File: src/rtl/rca8b_seq_ctrl_pkg.sv
// Shared types for the byte-serial multi-precision add/subtract sequencer.
package rca8b_seq_ctrl_pkg;

  typedef enum logic [2:0] {
    ST_IDLE   = 3'd0,
    ST_LOAD_A = 3'd1,
    ST_LOAD_B = 3'd2,
    ST_ADD    = 3'd3,
    ST_OUT    = 3'd4
  } state_t;

  typedef enum logic {
    OP_ADD = 1'b0,
    OP_SUB = 1'b1
  } op_t;

  // Two's-complement subtract: invert B here, seed the carry chain with 1.
  function automatic logic [7:0] b_operand(input logic [7:0] b, input op_t op);
    return (op == OP_SUB) ? ~b : b;
  endfunction

endpackage

File: src/rtl/rca8b_seq_ctrl_rca.sv
// Existing 8-bit ripple-carry adder, purely combinational.
module rca8b (
  input  logic [7:0] i_a,
  input  logic [7:0] i_b,
  input  logic       i_cin,
  output logic [7:0] o_sum,
  output logic       o_cout
);

  logic w_c;

  always_comb begin
    o_sum = '0;
    w_c   = i_cin;
    for (int unsigned i = 0; i < 8; i++) begin
      o_sum[i] = i_a[i] ^ i_b[i] ^ w_c;
      w_c      = (i_a[i] & i_b[i]) | (w_c & (i_a[i] ^ i_b[i]));
    end
    o_cout = w_c;
  end

endmodule

File: src/rtl/rca8b_seq_ctrl.sv
// Byte-serial NBYTES-wide add/subtract: load A then B LSB-first, add one byte
// per cycle through rca8b with a registered carry, stream the result out.
module rca8b_seq_ctrl
  import rca8b_seq_ctrl_pkg::*;
#(
  parameter int NBYTES = 4
) (
  input  logic       clk,
  input  logic       rst_n,
  input  logic       in_valid,
  output logic       in_ready,
  input  logic [7:0] in_data,
  input  logic       in_sub,
  output logic       out_valid,
  input  logic       out_ready,
  output logic [7:0] out_data,
  output logic       out_last,
  output logic       out_cout,
  output logic       busy
);

  localparam int IW = (NBYTES > 1) ? $clog2(NBYTES) : 1;
  localparam logic [IW-1:0] LAST_IDX = IW'(NBYTES - 1);

  state_t          r_state, w_next;
  logic [7:0]      r_a [NBYTES];
  logic [7:0]      r_b [NBYTES];
  logic [IW-1:0]   r_idx;
  logic            r_carry;
  op_t             r_sub;

  logic            w_in_fire, w_out_fire, w_at_last;
  logic [7:0]      w_sum;
  logic            w_cout;
  logic [IW-1:0]   w_idx_inc;

  assign w_in_fire  = in_valid & in_ready;
  assign w_out_fire = out_valid & out_ready;
  assign w_at_last  = (r_idx == LAST_IDX);
  assign w_idx_inc  = w_at_last ? '0 : r_idx + IW'(1);

  rca8b u_rca8b (
    .i_a    (r_a[r_idx]),
    .i_b    (b_operand(r_b[r_idx], r_sub)),
    .i_cin  (r_carry),
    .o_sum  (w_sum),
    .o_cout (w_cout)
  );

  always_ff @(posedge clk or negedge rst_n) begin
    if (!rst_n) r_state <= ST_IDLE;
    else        r_state <= w_next;
  end

  always_comb begin
    w_next = r_state;
    unique case (r_state)
      ST_IDLE:   if (w_in_fire)              w_next = ST_LOAD_A;
      ST_LOAD_A: if (w_in_fire && w_at_last) w_next = ST_LOAD_B;
      ST_LOAD_B: if (w_in_fire && w_at_last) w_next = ST_ADD;
      ST_ADD:    if (w_at_last)              w_next = ST_OUT;
      ST_OUT:    if (w_out_fire && w_at_last) w_next = ST_IDLE;
      default:                               w_next = ST_IDLE;
    endcase
  end

  always_comb begin
    in_ready  = (r_state == ST_IDLE) || (r_state == ST_LOAD_A) || (r_state == ST_LOAD_B);
    busy      = (r_state != ST_IDLE);
    out_valid = (r_state == ST_OUT);
    out_data  = '0;
    out_last  = 1'b0;
    out_cout  = 1'b0;
    if (r_state == ST_OUT) begin
      out_data = r_a[r_idx];
      out_last = w_at_last;
      out_cout = w_at_last & r_carry;
    end
  end

  // The sum overwrites A in place, so OUT reads the result from r_a.
  always_ff @(posedge clk or negedge rst_n) begin
    if (!rst_n) begin
      r_idx   <= '0;
      r_carry <= 1'b0;
      r_sub   <= OP_ADD;
      for (int unsigned i = 0; i < NBYTES; i++) begin
        r_a[i] <= '0;
        r_b[i] <= '0;
      end
    end else begin
      unique case (r_state)
        ST_IDLE: begin
          if (w_in_fire) begin
            r_a[0] <= in_data;
            r_sub  <= op_t'(in_sub);
            r_idx  <= IW'(1);
          end
        end
        ST_LOAD_A: begin
          if (w_in_fire) begin
            r_a[r_idx] <= in_data;
            r_idx      <= w_idx_inc;
          end
        end
        ST_LOAD_B: begin
          if (w_in_fire) begin
            r_b[r_idx] <= in_data;
            r_idx      <= w_idx_inc;
            if (w_at_last) r_carry <= (r_sub == OP_SUB);
          end
        end
        ST_ADD: begin
          r_a[r_idx] <= w_sum;
          r_carry    <= w_cout;
          r_idx      <= w_idx_inc;
        end
        ST_OUT: begin
          if (w_out_fire) r_idx <= w_idx_inc;
        end
        default: r_idx <= '0;
      endcase
    end
  end

endmodule

File: config.mk
export PLATFORM = sky130hd
export DESIGN_NAME = rca8b_seq_ctrl
export DESIGN_NICKNAME = d
export VERILOG_FILES = /design/src/rtl/rca8b_seq_ctrl_pkg.sv /design/src/rtl/rca8b_seq_ctrl_rca.sv /design/src/rtl/rca8b_seq_ctrl.sv
export SDC_FILE = /design/constraint.sdc
export NUM_CORES = 1
export LEC_CHECK = 0
export CORE_UTILIZATION = 30
export DETAILED_ROUTE_END_ITERATION = 7
export DONT_BUFFER_PORTS = 1
export PLACE_DENSITY = 0.48
export SYNTH_ARGS = -nofsm -noshare
export SYNTH_HDL_FRONTEND = slang
export SYNTH_SLANG_ARGS = --single-unit
File: constraint.sdc
create_clock -name clk -period 6.69 [get_ports clk]
set_input_delay 0.669 -clock clk [delete_from_list [all_inputs] [get_ports clk]]
set_output_delay 0.669 -clock clk [all_outputs]
set_load 0.005 [all_outputs]
==> impl_metrics.env <==
export IMPL_cpPeakStageDelay_ns=0.69
export IMPL_ys_types=41
export IMPL_outcome="completed"
export IMPL_cts_hold_buf=0
export IMPL_p_comb_frac=0.462
export IMPL_h_tree_depth=3
export IMPL_p_int_mw=1.51
export IMPL_worstSetupPathDepth=16
export IMPL_cts_tree="done"
export IMPL_via_count=2264
export IMPL_row_count=40
export IMPL_fin_skew_ns=0.00929
export IMPL_worst_pin_slew_ns=0.710
export IMPL_final_common_cell="dfrtp_1"
export IMPL_core_um2=12200
export IMPL_cts_buffers=9
export IMPL_synth_area_um2=3780
export IMPL_grt_overflow=0
export IMPL_gp_congestion=0.766
export IMPL_timing_final_crit_share=0.712
export IMPL_seq_area_um2=1780
export IMPL_nNetsFinal=317
export IMPL_end_kind="flip-flop"
export IMPL_p_switching_mw=0.896
export IMPL_cts_resized=0
export IMPL_maxSlewHeadroom=0.527
export IMPL_antenna_cells=0
export IMPL_area_delta_synth_final_pct=11.7
export IMPL_wl_per_cell_um=18.7
export IMPL_worstSkewPairLatency_ns=0.34
export IMPL_syn_area_per_cell_um2=12.9
export IMPL_setup_tns_ns=0
export IMPL_mostFrequentLayoutCells="dfrtp_1, mux2_2, nand2_1, mux4_2, inv_1"
export IMPL_final_hold_viol_count=0
export IMPL_drt_initial_drc_count=123
export IMPL_clock_sinks=71
export IMPL_pre_cts_ws_ns=1.84
export IMPL_path_buf_inv=5
export IMPL_reg2reg_to="r_a[7]$_DFFE_PN0P_"
export IMPL_seqPwrFrac=0.329
export IMPL_hpwl_mm=6.10
export IMPL_irDropWorstVdd_v=0.000179
export IMPL_min_path_type="input pin to asynchronous set/reset pin"
export IMPL_route_detailed_drc=0
export IMPL_antenna_found_initial=0
export IMPL_critPathMaxFanout=9
export IMPL_reg2reg_depth=16
export IMPL_clk_path_buf_depth=2
export IMPL_root_buffer="clkbuf_16"
export IMPL_drive_gt1_frac=0.293
export IMPL_io_buffer_count=0
export IMPL_viasPerCell=4.87
export IMPL_setup_viol=0
export IMPL_leakagePower_nw=1.88
export IMPL_ios=26
export IMPL_slew_viol_final=0
export IMPL_cp_top_family="adder cells"
export IMPL_crit_path_start_kind="flip-flop"
export IMPL_startpoint="r_idx[0]$_DFFE_PN0P_"
export IMPL_hold_slack_ns=0.0261
export IMPL_die_h_um=114
export IMPL_power_density_nw_per_um2=571
export IMPL_routed_wl_mm=8.68
export IMPL_pwr_share_clk=0.208
export IMPL_crit_slowest_cell="dfrtp_1"
export IMPL_min_period_ns=4.76
export IMPL_netlist_instances=294
export IMPL_synth_seq_cells=71
export IMPL_required_ns=6.97
export IMPL_die_w_um=114
export IMPL_yosysSeqAreaShare=0.470
export IMPL_r2r_start="r_idx[0]$_DFFE_PN0P_"
export IMPL_final_core_util=0.347
export IMPL_synth_warnings=0
export IMPL_cpMostUsedCell="fa_1"
export IMPL_postCtsSetupRepairBufs=0
export IMPL_crit_chain="buf_4 -> mux4_2 -> xnor2_1 -> fa_1 -> inv_1 -> fa_1 -> fa_1 -> fa_1 -> inv_1 -> fa_1 -> inv_1 -> fa_1 -> inv_1 -> fa_1 -> o21ai_1 -> mux2_2"
export IMPL_multiInputGateArea_um2=1850
export IMPL_fillers=1196
export IMPL_dr_pass1_iters=4
export IMPL_cp_data_arrival_time_ns=5.04
export IMPL_timing_fmax_mhz=210
export IMPL_setup_ws_ns=1.93
export IMPL_total_power_mw=2.41
export IMPL_grt_max_degree=72
export IMPL_reg2reg_slack_ns=1.93
export IMPL_ant_nets=0
export IMPL_cap_viol_max_count=0
export IMPL_track_usage=0.149
export IMPL_rsz0062_at_grt="false"
export IMPL_dieArea_um2=13000
export IMPL_cts_reportedPaths_clkPinSlew_ns=0.06
export IMPL_setup_worst_path_class="flip-flop to flip-flop"
export IMPL_syn_num_nets=319
export IMPL_endpoint="r_a[7]$_DFFE_PN0P_"
export IMPL_switching_share=0.372
export IMPL_initial_core_util=0.311
export IMPL_grt_pass1_vias=2462
export IMPL_grt_first_pass_wirelength_mm=14.1
==> state kept, by name, summed over array words and instances, names as in the netlist <==
signal and cells:
r_idx 2, r_sub 1, r_carry 1, r_b 32
r_a 32, r_state 3
==> synthesized netlist by cell type (all sizes together) <==
| master | number | area share |
|---|---|---|
| o21ai | 18 | 0.025 |
| ha | 4 | 0.013 |
| fa | 8 | 0.042 |
| nand2 | 27 | 0.029 |
| nand3 | 5 | 0.0066 |
| o21bai | 1 | 0.0020 |
| nor3 | 3 | 0.0083 |
| xnor2 | 4 | 0.0093 |
| mux2i | 6 | 0.016 |
| a22oi | 1 | 0.0020 |
| inv | 15 | 0.015 |
| or3 | 1 | 0.0017 |
| nand3b | 1 | 0.0053 |
| o2bb2ai | 4 | 0.0093 |
| and3 | 9 | 0.015 |
| or2 | 1 | 0.0017 |
| clkbuf | 4 | 0.0040 |
| mux2 | 46 | 0.14 |
| maj3 | 1 | 0.0026 |
| a22o | 12 | 0.028 |
| a32o | 1 | 0.0026 |
| nand2b | 1 | 0.0017 |
| xor2 | 4 | 0.0093 |
| and4b | 1 | 0.0026 |
| mux4 | 16 | 0.095 |
| a21oi | 7 | 0.010 |
| and2 | 1 | 0.0017 |
| and2b | 1 | 0.0023 |
| nor2 | 8 | 0.0086 |
| dfrtp | 71 | 0.47 |
| buf | 12 | 0.022 |
==> power groups by stage <==
stage | combinational, mW | sequential [mW] | clock [mW]
floorplan | 0.961 | 0.695 | 0
global placement | 1.11 | 0.803 | 0
detailed placement | 1.13 | 0.800 | 0
CTS | 1.13 | 0.794 | 0.514
global route | 1.26 | 0.824 | 0.533
finish | 1.11 | 0.794 | 0.503
==> through the flow <==
step / area [µm²] / instances
floorplan: 3780 / 294
finish: 4220 / 465
detailed placement: 3910 / 449
global route: 4220 / 465
global placement: 3910 / 449
CTS: 4220 / 465
==> layout make-up <==
cell class | count | share of cell area
clock buffers | 13 | 0.0569
clock inverters | 3 | 0.0160
inverters | 15 | 0.0133
multi-input cells | 192 | 0.438
flip-flops and latches | 71 | 0.421
well taps | 168 | 0.0498
repair buffers | 3 | 0.00534
==> worst register-to-register path, cell delays in order (launching register included) <==
cell and delay [ns]:
dfrtp_1 0.69, buf_4 0.30, mux4_2 0.53, xnor2_1 0.22
fa_1 0.23, inv_1 0.05, fa_1 0.38, fa_1 0.39
fa_1 0.36, inv_1 0.08, fa_1 0.16, inv_1 0.05
fa_1 0.36, inv_1 0.08, fa_1 0.42, o21ai_1 0.23
mux2_2 0.19
==> kinds of logic after synthesis <==
kind of cell	count (synthesis)	share of synthesized area
simple gates	59	0.0848
flops	71	0.470
mux	68	0.248
buf+inv	31	0.0411
compound gates	44	0.0788
fa+ha+maj	13	0.0583
xor+xnor	8	0.0185
==> worst min path at each step <==
stage,start,to,slack [ns],cells past startpoint
6_report,rst_n,r_idx[1]$_DFFE_PN0P_,0.03,0
5_1_grt,rst_n,r_b[0]$_DFFE_PN0P_,0.01,0
4_1_cts,rst_n,r_b[7]$_DFFE_PN0P_,0.02,0
3_5_place_dp,rst_n,r_b[0]$_DFFE_PN0P_,0.38,0
3_3_place_gp,rst_n,r_b[8]$_DFFE_PN0P_,0.38,0
2_1_floorplan,rst_n,r_a[0]$_DFFE_PN0P_,0.37,0
==> routing by layer <==
layer,wire length (µm),track usage,vias up
met3,279,0.0408,8
li1,-,-,1054
met1,3960,0.195,1173
met5,0,0,-
met4,129,0.0545,0
met2,4310,0.236,29
Power figures use the tool's default switching activity.
